===== config.mk =====
export PLATFORM = sky130hd
export DESIGN_NAME = longdiv_seq
export DESIGN_NICKNAME = d
export VERILOG_FILES = /design/src/rtl/longdiv_pkg.sv /design/src/rtl/longdiv_step.sv /design/src/rtl/longdiv_seq.sv
export SDC_FILE = /design/constraint.sdc
export NUM_CORES = 1
export LEC_CHECK = 0
export CAP_MARGIN = 10
export CORE_AREA = 2 2 121 123
export CTS_CLUSTER_SIZE = 16
export DETAILED_ROUTE_END_ITERATION = 10
export DIE_AREA = 0 0 123 125
export GPL_ROUTABILITY_DRIVEN = 0
export GPL_TIMING_DRIVEN = 0
export PLACE_DENSITY = 0.48
export REMOVE_ABC_BUFFERS = 1
export SLEW_MARGIN = 0
export SYNTH_ARGS = -nofsm -noshare
export SYNTH_HDL_FRONTEND = slang
export SYNTH_SLANG_ARGS = --single-unit

===== constraint.sdc =====
create_clock -name Clock -period 2.85 [get_ports Clock]
set_input_delay 0.855 -clock Clock [delete_from_list [all_inputs] [get_ports Clock]]
set_output_delay 0.855 -clock Clock [all_outputs]
set_load 0.03 [all_outputs]

===== src/rtl/longdiv_pkg.sv =====
// longdiv_pkg: shared types for the sequential restoring divider.
// Build option: define LONGDIV_SIGNED_EN to add the FIX state and two's-complement support.
package longdiv_pkg;

   // Widest operand the step result can carry; the divider slices diff[N:0] out of it.
   localparam int unsigned STEP_MAXW = 64;

`ifdef LONGDIV_SIGNED_EN
   typedef enum logic [1:0] {
      IDLE = 2'd0,
      CALC = 2'd1,
      FIX  = 2'd2,
      DONE = 2'd3
   } state_t;
`else
   typedef enum logic [1:0] {
      IDLE = 2'd0,
      CALC = 2'd1,
      DONE = 2'd3
   } state_t;
`endif

   // One shift/trial-subtract result: the N+1-bit difference and the borrow out of it.
   typedef struct packed {
      logic [STEP_MAXW:0] diff;
      logic               borrow;
   } step_t;

endpackage


===== src/rtl/longdiv_step.sv =====
// longdiv_step: one combinational restoring-division step.
// Forms {rem, a_msb} (N+1 bits) and subtracts the divisor; borrow=1 means the trial failed.
module longdiv_step
   import longdiv_pkg::*;
#(
   parameter int N = 16
) (
   input  logic [N-1:0] rem_i,
   input  logic         a_msb_i,
   input  logic [N-1:0] div_i,
   output step_t        res_o
);

   logic [N+1:0] sub;

   // Trial subtraction one bit wider than the partial remainder so the borrow is explicit.
   always_comb begin
      sub             = {1'b0, rem_i, a_msb_i} - {2'b00, div_i};
      res_o           = '0;
      res_o.diff[N:0] = sub[N:0];
      res_o.borrow    = sub[N+1];
   end

endmodule


===== src/rtl/longdiv_seq.sv =====
// longdiv_seq: sequential restoring divider, one quotient bit per cycle, valid/ready handshakes.
// Build option: LONGDIV_SIGNED_EN enables signed operation (is_signed) through an extra FIX cycle.
module longdiv_seq
   import longdiv_pkg::*;
#(
   parameter int N = 16
) (
   input  logic         Clock,
   input  logic         Resetn,
   input  logic         in_valid,
   output logic         in_ready,
   input  logic [N-1:0] dividend,
   input  logic [N-1:0] divisor,
   input  logic         is_signed,
   output logic         out_valid,
   input  logic         out_ready,
   output logic [N-1:0] quotient,
   output logic [N-1:0] remainder,
   output logic         div_by_zero
);

   localparam int CW = $clog2(N);

   state_t         state_q, state_d;
   logic [N-1:0]   a_q, a_d;      // dividend shifting out, quotient shifting in
   logic [N-1:0]   b_q, b_d;      // divisor magnitude
   logic [N-1:0]   r_q, r_d;      // partial remainder
   logic [CW-1:0]  cnt_q, cnt_d;  // steps still to run after the current one
   logic           dbz_q, dbz_d;

   step_t          step_res;

   longdiv_step #(.N(N)) u_step (
      .rem_i   (r_q),
      .a_msb_i (a_q[N-1]),
      .div_i   (b_q),
      .res_o   (step_res)
   );

   // diff[N] is always 0 on a successful trial, and bits above N are padding.
   logic [STEP_MAXW-N:0] unused_diff_hi;
   assign unused_diff_hi = step_res.diff[STEP_MAXW:N];

`ifdef LONGDIV_SIGNED_EN
   logic negq_q, negq_d;  // quotient must be negated in FIX
   logic negr_q, negr_d;  // remainder must be negated in FIX (dividend was negative)
`else
   logic unused_is_signed;
   assign unused_is_signed = is_signed;
`endif

   // Next-state and datapath updates; every register holds unless its state touches it.
   always_comb begin
      state_d = state_q;
      a_d     = a_q;
      b_d     = b_q;
      r_d     = r_q;
      cnt_d   = cnt_q;
      dbz_d   = dbz_q;
`ifdef LONGDIV_SIGNED_EN
      negq_d  = negq_q;
      negr_d  = negr_q;
`endif
      case (state_q)
         IDLE: begin
            if (in_valid) begin
               state_d = CALC;
               cnt_d   = CW'(N - 1);
               a_d     = dividend;
               b_d     = divisor;
               r_d     = '0;
               dbz_d   = (divisor == '0);
`ifdef LONGDIV_SIGNED_EN
               negq_d  = is_signed & (dividend[N-1] ^ divisor[N-1]);
               negr_d  = is_signed & dividend[N-1];
               if (is_signed) begin
                  a_d = dividend[N-1] ? -dividend : dividend;
                  b_d = divisor[N-1]  ? -divisor  : divisor;
               end
`endif
               // Divide-by-zero result is fixed at accept; CALC then just forwards to DONE.
               if (divisor == '0) begin
                  a_d = '1;
                  r_d = dividend;
               end
            end
         end
         CALC: begin
            if (dbz_q) begin
               state_d = DONE;
            end else begin
               a_d = {a_q[N-2:0], ~step_res.borrow};
               r_d = step_res.borrow ? {r_q[N-2:0], a_q[N-1]} : step_res.diff[N-1:0];
               if (cnt_q == '0) begin
`ifdef LONGDIV_SIGNED_EN
                  state_d = FIX;
`else
                  state_d = DONE;
`endif
               end else begin
                  cnt_d = cnt_q - CW'(1);
               end
            end
         end
`ifdef LONGDIV_SIGNED_EN
         FIX: begin
            // MIN/-1 falls out naturally: |MIN| / 1 = MIN as an unsigned pattern, no negation.
            if (negq_q) a_d = -a_q;
            if (negr_q) r_d = -r_q;
            state_d = DONE;
         end
`endif
         DONE: begin
            if (out_ready) state_d = IDLE;
         end
         default: state_d = IDLE;
      endcase
   end

   // State and datapath registers with asynchronous active-low reset.
   always_ff @(posedge Clock or negedge Resetn) begin
      if (!Resetn) begin
         state_q <= IDLE;
         a_q     <= '0;
         b_q     <= '0;
         r_q     <= '0;
         cnt_q   <= '0;
         dbz_q   <= 1'b0;
`ifdef LONGDIV_SIGNED_EN
         negq_q  <= 1'b0;
         negr_q  <= 1'b0;
`endif
      end else begin
         state_q <= state_d;
         a_q     <= a_d;
         b_q     <= b_d;
         r_q     <= r_d;
         cnt_q   <= cnt_d;
         dbz_q   <= dbz_d;
`ifdef LONGDIV_SIGNED_EN
         negq_q  <= negq_d;
         negr_q  <= negr_d;
`endif
      end
   end

   assign in_ready    = (state_q == IDLE);
   assign out_valid   = (state_q == DONE);
   assign quotient    = a_q;
   assign remainder   = r_q;
   assign div_by_zero = dbz_q;

endmodule


# Word level (Yosys, flattened, before mapping)
# Cells that the tools add are included.
totals:
  regBits: 55
  latch_bits: 0
  ramBits: 0
  rom_bits: 0
  inputBits: 37
  out_inout_bits: 35
  elab_cells: 42
  n_memories: 0
op_classes:
  add_sub_neg: 2
  multipliers: 0
  div: 0
  magnitude_cmp: 0
  n_eq_ne: 7
  shift: 0
  muxes: 18
  bitwise_logic: 1
  reduce_logical: 8
op_table:
  columns: ["operator", "n"]
  rows:
  - ["$mux W16", 7]
  - ["$pmux W16 S2", 2]
  - ["$sub A17 B16 Y18", 1]
  - ["$logic_not A16 Y1", 1]
  - ["$mux W4", 3]
  - ["$mux W2", 4]
  - ["$pmux W4 S2", 1]
  - ["$ne A2 B2 Y1 const B", 3]
  - ["$pmux W2 S3", 1]
  - ["$reduce_and A3 Y1", 2]
  - ["$logic_not A4 Y1", 1]
  - ["$reduce_and A4 Y1", 1]
  - ["$sub A4 B1 Y4 const B", 1]
  - ["$ne A3 B3 Y1 const B", 1]
  - ["$eq A2 B1 Y1 const B", 1]
  - ["$eq A2 B2 Y1 const B", 1]
  - ["$logic_not A2 Y1", 1]
  - ["$ne A2 B1 Y1 const B", 1]
  - ["$reduce_and A2 Y1", 1]
  - ["$reduce_bool A2 Y1", 1]
  - ["$not A1 Y1", 1]

# Logic depth before layout (Yosys ltp)
# Gate-level depths: netlist of run 1.
logic_depth:
  word_depth: 4
  ltp_mapped: 10
  mapped_depth_nobuf: 10

# By module
# A second synthesis of run 1 with hierarchy kept.
unflattened:
  hier_cells: 477
  area_unflattened_um2: 4132.7
modules_own_cells:
  columns: ["mod", "instances", "cells_each", "area_each_um2", "seq_area_each_um2"]
  rows:
  - ["longdiv_seq", 1, 289, 2721.4, 1376.3]
  - ["longdiv_step", 1, 188, 1411.4, 0.0]

# Least setup slack after synthesis of run 1
# No wires, ideal clock.
synth_path:
  path_type: "reg2reg"
  from: "register r_q[0], in the netlist remainder[0]"
  to: "register r_q[14], in the netlist remainder[14]"
  setup_ps: 66
  t_arrival_ps: 2588
  required_ps: 2784
  setup_slack_ps: 196
  stages_incl_launch_ff: 10
  path_buffers: 0
  cell_sequence: "dfrtp_1 inv_1 fa_1 nand2b_1 a21oi_2 o32a_2 o21ai_2 or4b_2 a41oi_1 o31a_1"
synth_via:
  elab_chain_cells: 4
synth_lines:
  columns: ["item", "line_no", "text"]
  rows:
  - ["start, declared", "longdiv_seq.sv:27", "logic [N-1:0] r_q, r_d;"]
  - ["start signal, assigned", "longdiv_seq.sv:137", "r_q <= r_d;"]
  - ["$sub A17 B16 Y18", "longdiv_step.sv:18", "sub = {1'b0, rem_i, a_msb_i} - {2'b00, div_i};"]
  - ["$mux W16", "longdiv_seq.sv:93", "r_d = step_res.borrow ? {r_q[N-2:0], a_q[N-1]} : step_res.diff[N-1:0];"]
  - ["$mux W16", "longdiv_seq.sv:89", "if (dbz_q) begin"]
  - ["$pmux W16 S2", "longdiv_seq.sv:64", "case (state_q)"]
# No other way between the ends. The select of a mux whose other input is x is not followed.
# A chain may end at the register's enable or synchronous reset.

# Worst setup path in the final report of run 1
layout_path:
  from: "input divisor[10]"
  to: "register r_q[15], in the netlist remainder[15]"
layout_via:
  elab_chain_cells: 4
layout_lines:
  columns: ["item", "line_no", "text"]
  rows:
  - ["start, declared", "longdiv_seq.sv:13", "input logic [N-1:0] divisor,"]
  - ["$logic_not A16 Y1", "longdiv_seq.sv:82", "if (divisor == '0) begin"]
  - ["$mux W16", "longdiv_seq.sv:82", null]
  - ["$mux W16", "longdiv_seq.sv:66", "if (in_valid) begin"]
  - ["$pmux W16 S2", "longdiv_seq.sv:64", null]
# No other way between the ends. The select of a mux whose other input is x is not followed.

==> results of run 1 <==
[what timing repair did]
item,4_1_cts,5_1_grt
gates resized for setup,5,5
setup endpoints to repair,39,25
gates cloned,0,1
pin swaps,0,3
buffers inserted,1,1
[worst paths after layout]
check | from | endpoint | cells after the start
max reg2reg | quotient[15] | remainder[14] | 10
max in group asynchronous | Resetn | remainder[4] | 2
min in group asynchronous | Resetn | b_q[10] | 1
min | b_q[0] | b_q[0] | 2
min reg2reg | b_q[0] | b_q[0] | 2
max | divisor[10] | remainder[15] | 6
[sequential cells by signal, indices dropped and copies added, names as in the netlist]
signal       flops
quotient        16
remainder       16
state_q          2
div_by_zero      1
cnt_q            4
b_q             16
[final cells by class]
| cell class | count | area share (%) |
|---|---|---|
| Clock inverter | 2 | 0.7586 |
| Sequential cell | 55 | 29.80 |
| Timing Repair Buffer | 75 | 16.74 |
| Clock buffer | 6 | 3.007 |
| Inverter | 22 | 1.788 |
| Multi-Input combinational cell | 313 | 42.92 |
| Tap cell | 184 | 4.985 |
[layer usage]
| metal | up-vias | routed length (microns) |
|---|---|---|
| met2 | 74 | 4972 |
| met4 | 0 | 85 |
| li1 | 1604 | - |
| met1 | 1544 | 5114 |
| met5 | - | 0 |
| met3 | 6 | 530 |
[kinds of logic after synthesis]
group | share of synthesized area (%)
simple gates | 19.03
compound gates | 24.48
flops | 39.65
buf+inv | 5.011
fa+ha+maj | 6.705
xor+xnor | 2.524
mux | 2.596
[stage by stage]
step	worst slack [ps]	TNS, ps	cell area [sq um]	cells
after floorplan	-386.0	-6743	3379	389
after global placement	-2214	-115210	4310	643
after detailed placement	-757.4	-25030	4375	646
after CTS	18.00	0	4581	655
after global routing	29.17	0	4618	657
final	120.4	0	4618	657
[worst register-to-register path: stages, from the launching register on]
cell and delay, ps:
sky130_fd_sc_hd__dfrtp_1 370, sky130_fd_sc_hd__inv_1 50, sky130_fd_sc_hd__ha_1 230, sky130_fd_sc_hd__fa_2 370
sky130_fd_sc_hd__nand2b_4 160, sky130_fd_sc_hd__a21oi_2 180, sky130_fd_sc_hd__o32a_2 210, sky130_fd_sc_hd__o21ai_2 80
sky130_fd_sc_hd__or4b_2 630, sky130_fd_sc_hd__a41oi_2 230, sky130_fd_sc_hd__o31a_1 140
[synthesized netlist by cell type, drive strengths merged, types with 3 or more instances]
cell | instances | area (sq um)
a211o | 4 | 36.29
a21o | 6 | 45.04
a21oi | 29 | 148.9
a22oi | 10 | 75.07
a31oi | 3 | 18.77
and2 | 3 | 18.77
and3 | 3 | 18.77
buf | 3 | 23.77
clkbuf | 18 | 67.56
dfrtp | 55 | 1376
ha | 17 | 212.7
inv | 22 | 82.58
mux2i | 9 | 90.09
nand2 | 59 | 221.5
nand2b | 5 | 31.28
nor2 | 34 | 127.6
nor3 | 21 | 105.1
nor4 | 4 | 25.02
o211ai | 5 | 42.54
o21a | 4 | 30.03
o21ai | 40 | 204.0
o31ai | 15 | 112.6
or3 | 3 | 18.77
xnor2 | 9 | 78.83
==> reports/qor.yml, run 1 <==
rsz0062_at_grt: "no"
insertedDiodeCount: 0
postSynthRegisterBits: 55
worstHoldPathType: "flop to flop"
grt_remaining_overflow: 0
synthesis.area_sq_um: 3471
asr_flop_ratio_synth_pct: 100.0
residual_drc_count: 0
route.antenna.remaining_nets: 0
core_area_sq_um: 14200
synth_warnings: 0
chipHeight_microns: 125
groute.usage.overall_pct: 14.25
synth.avg_cell_area_sq_um: 8.465
area_growth_syn_to_layout_pct: 33.06
clock_skew_ps: 4.879
worstPathMaxFanout: 25
cp_cell_sequence: "clkdlybuf4s50_1 > nor4_1 > and4_4 > and2_1 > a21oi_1 > a211oi_1"
grt_util_met1_pct: 20.48
number_of_detailed_route_iterations_in_the_first_pass: 5
grt_max_degree: 55
vias_in_the_first_global_route: 3184
setup_slack_of_the_most_critical_reg_to_reg_path_ps: 140
global_route.usage.met2_pct: 22.26
outcome: "completed"
routed_wl_mm: 10.70
dp_hpwl_mm: 7.941
wl_per_cell_microns: 16.29
antenna_found_initial: 0
initial_utilization_pct: 24.44
multi_input_area_sq_um: 1982
htree_num_levels: 2
io_buffers: 70
dominantRegCellSynth: "sky130_fd_sc_hd__dfrtp_1"
crit_slowest_cell: "sky130_fd_sc_hd__and4_4"
cts.reportedPaths.clkPinSlew_ps: 70
synth-edff-count: 0
path_buf_inv: 1
drt_iter0_markers: 203
critPathLaunchType: "primary input"
netlist_instances: 410
route.detailed.vias_per_inst: 4.913
vias: 3228
maxCapViolCount: 0
timing.hold.ws_ps: 490.5
fmax_mhz: 366.4
final_core_utilization_pct: 32.51
fillerInstances: 1529
synth.lib_cells_used.distinct: 55
global_route.peak_usage_layer: "met2"
critPathArrivalTime_ps: 2940
die_area_sq_um: 15380
cts.sinks: 55
setup.worst_path.class: "primary input to flop"
layout_nets: 527
cts.path.max_buffers: 2
worstPathRequired_ps: 3060
std_cell_rows: 44
synth-seq-area-share_pct: 39.65
path_delay_family: "simple AND/OR/NAND/NOR gates"
hold_viol_final: 0
grt_pass1_wl_mm: 17.24
clock_tree.root_cell: "sky130_fd_sc_hd__clkbuf_16"
worst_slew_pin_slew_ps: 717.3
post_route_cells_drive_above_1_share_pct: 6.765
cts_hold_repair.buffers: 0
drv_slew: 0
critical_path.max_stage_delay_ps: 530
layout.cells.most_common_list: "69 x sky130_fd_sc_hd__clkdlybuf4s50_1, 58 x sky130_fd_sc_hd__nand2_1, 55 x sky130_fd_sc_hd__dfrtp_1, 39 x sky130_fd_sc_hd__o21ai_0, 33 x sky130_fd_sc_hd__nor2_1"
io_pins: 72
worstSetupEndpointType: "flop"
final_min_period_over_clock_period_pct: 95.78
chipWidth_microns: 123
finalCriticalPeriod_ps: 2730
layout.cells.most_common: "sky130_fd_sc_hd__clkdlybuf4s50_1"
layout.area.seq_sq_um: 1376
insertion_delay_ps: 300
groute.layer.met3.usage_pct: 2.509
setup_viol_count_final: 0
tritoncts_clock_tree: "yes"
cts_made_buffers: 5
max-slew-margin-rel_pct: 52.07
Power of run 1 is left out: the tool's default activity adds up to more than one toggle a clock period on the data nets, which glitch-free logic cannot reach.
==> run 2: changes to the inputs <==
- CTS_CLUSTER_SIZE: 16 -> 30
==> results of run 2 <==
Final layout, timing and power as in run 1 (identical DEF).
Power of run 2 is left out for the same reason.
==> run 3: changes to the inputs <==
- PLACE_DENSITY: 0.48 -> 0.49
- clock period: 2.85 -> 2.5 ns (I/O delays scaled with it)
==> reports/qor.yml, run 3 (synthesis gave the netlist of run 1 again) <==
worstSetupEndpointType: "flop"
insertion_delay_ps: 300
final_min_period_over_clock_period_pct: 98.99
worstHoldPathType: "primary input to async pin"
outcome: "completed"
number_of_cells_on_the_worst_reg_to_reg_path: 7
critPathLaunchType: "flop"
drt_iter0_markers: 176
rsz0062_at_grt: "yes"
route.detailed.vias_per_inst: 4.988
critical_path.max_stage_delay_ps: 480
cts.sinks: 55
vias_in_the_first_global_route: 3375
fmax_mhz: 404.1
post_route_cells_drive_above_1_share_pct: 17.89
layout_nets: 547
setup.worst_path.class: "flop to flop"
cts_made_buffers: 5
groute.layer.met3.usage_pct: 2.372
path_delay_family: "compound AO/OA/AOI/OAI gates"
htree_num_levels: 2
critPathArrivalTime_ps: 2720
clock_tree.root_cell: "sky130_fd_sc_hd__clkbuf_16"
maxCapViolCount: 0
io_pins: 72
std_cell_rows: 44
dp_hpwl_mm: 7.883
worstPathRequired_ps: 2740
groute.usage.overall_pct: 15.29
drv_slew: 0
final_core_utilization_pct: 35.53
wl_per_cell_microns: 17.11
worst_slew_pin_slew_ps: 712.7
cp_cell_sequence: "ha_4 > a211o_1 > o32a_4 > o21ai_4 > or4b_4 > a41oi_2 > o31a_1"
layout.cells.most_common_list: "69 x sky130_fd_sc_hd__clkdlybuf4s50_1, 57 x sky130_fd_sc_hd__nand2_1, 48 x sky130_fd_sc_hd__dfrtp_1, 39 x sky130_fd_sc_hd__o21ai_0, 32 x sky130_fd_sc_hd__nor2_1"
antenna_found_initial: 0
vias: 3372
cts.reportedPaths.clkPinSlew_ps: 80
die_area_sq_um: 15380
crit_slowest_cell: "sky130_fd_sc_hd__or4b_4"
global_route.peak_usage_layer: "met2"
fillerInstances: 1499
postPlaceCellArea_sq_um: 4363
crit-reg2reg-capture: "remainder[14]"
max-slew-margin-rel_pct: 52.37
initial_utilization_pct: 24.44
grt_remaining_overflow: 0
setup_slack_of_the_most_critical_reg_to_reg_path_ps: 30
multi_input_area_sq_um: 2297
layout.area.seq_sq_um: 1385
area_growth_syn_to_layout_pct: 45.39
global_route.usage.met2_pct: 23.17
clock_skew_ps: 7.706
total_non_filler_cell_area_in_the_finished_layout_sq_um: 5046
io_buffers: 70
number_of_detailed_route_iterations_in_the_first_pass: 4
r2r_start: "remainder[6]"
chipWidth_microns: 123
hold_viol_final: 0
grt_util_met1_pct: 22.40
grt_max_degree: 55
layout.cells.most_common: "sky130_fd_sc_hd__clkdlybuf4s50_1"
timing.hold.ws_ps: 409.5
setup_viol_count_final: 0
core_area_sq_um: 14200
finalCriticalPeriod_ps: 2475
cts.path.max_buffers: 2
insertedDiodeCount: 0
path_buf_inv: 0
residual_drc_count: 0
chipHeight_microns: 125
routed_wl_mm: 11.57
worstPathMaxFanout: 4
route.antenna.remaining_nets: 0
tritoncts_clock_tree: "yes"
grt_pass1_wl_mm: 18.50
-- run 3: area by class of cell --
| cell class | instances | area share, % |
|---|---|---|
| well taps | 184 | 4.562 |
| clock buffers | 5 | 2.480 |
| inverters | 22 | 1.636 |
| multi-input cells | 316 | 45.52 |
| repair buffers | 92 | 17.60 |
| flip-flops and latches | 55 | 27.45 |
| clock inverters | 2 | 0.7439 |
-- run 3: worst max path at each step --
stage                  from             to  slack, ps  cells past startpoint
5_1_grt        quotient[15]  remainder[14]        -20                     10
3_3_place_gp       in_valid   remainder[9]      -2300                      8
2_1_floorplan      in_valid   remainder[9]       -630                      7
3_5_place_dp    divisor[10]   remainder[2]      -1070                      6
6_report       remainder[6]  remainder[14]         30                      7
4_1_cts          divisor[0]  remainder[15]          7                      6
-- run 3: layer usage --
layer	share of wire, %	vias up	wire length, microns
met5	0	-	0
met4	1.5	0	168
met3	4.1	10	472
met2	46	80	5275
met1	49	1632	5651
li1	-	1650	-
-- run 3: timing repair --
item / 4_1_cts / 5_1_grt
endpoints found under the setup margin: 51 / 17
setup buffers: 8 / 11
resized for setup: 42 / 20
pin swaps: 12 / 12
gates cloned: 4 / 0
hold buffers: 0 / 0
-- run 3: through the flow --
| stage | cells | setup slack [ps] | setup TNS [ps] |
|---|---|---|---|
| 5_1_grt | 676 | -20.35 | -27.56 |
| 3_3_place_gp | 643 | -2303 | -139770 |
| 6_report | 676 | 25.31 | 0 |
| 4_1_cts | 665 | 6.731 | 0 |
| 3_5_place_dp | 646 | -1071 | -34950 |
| 2_1_floorplan | 389 | -631.0 | -11960 |
Power of run 3 is left out for the same reason.
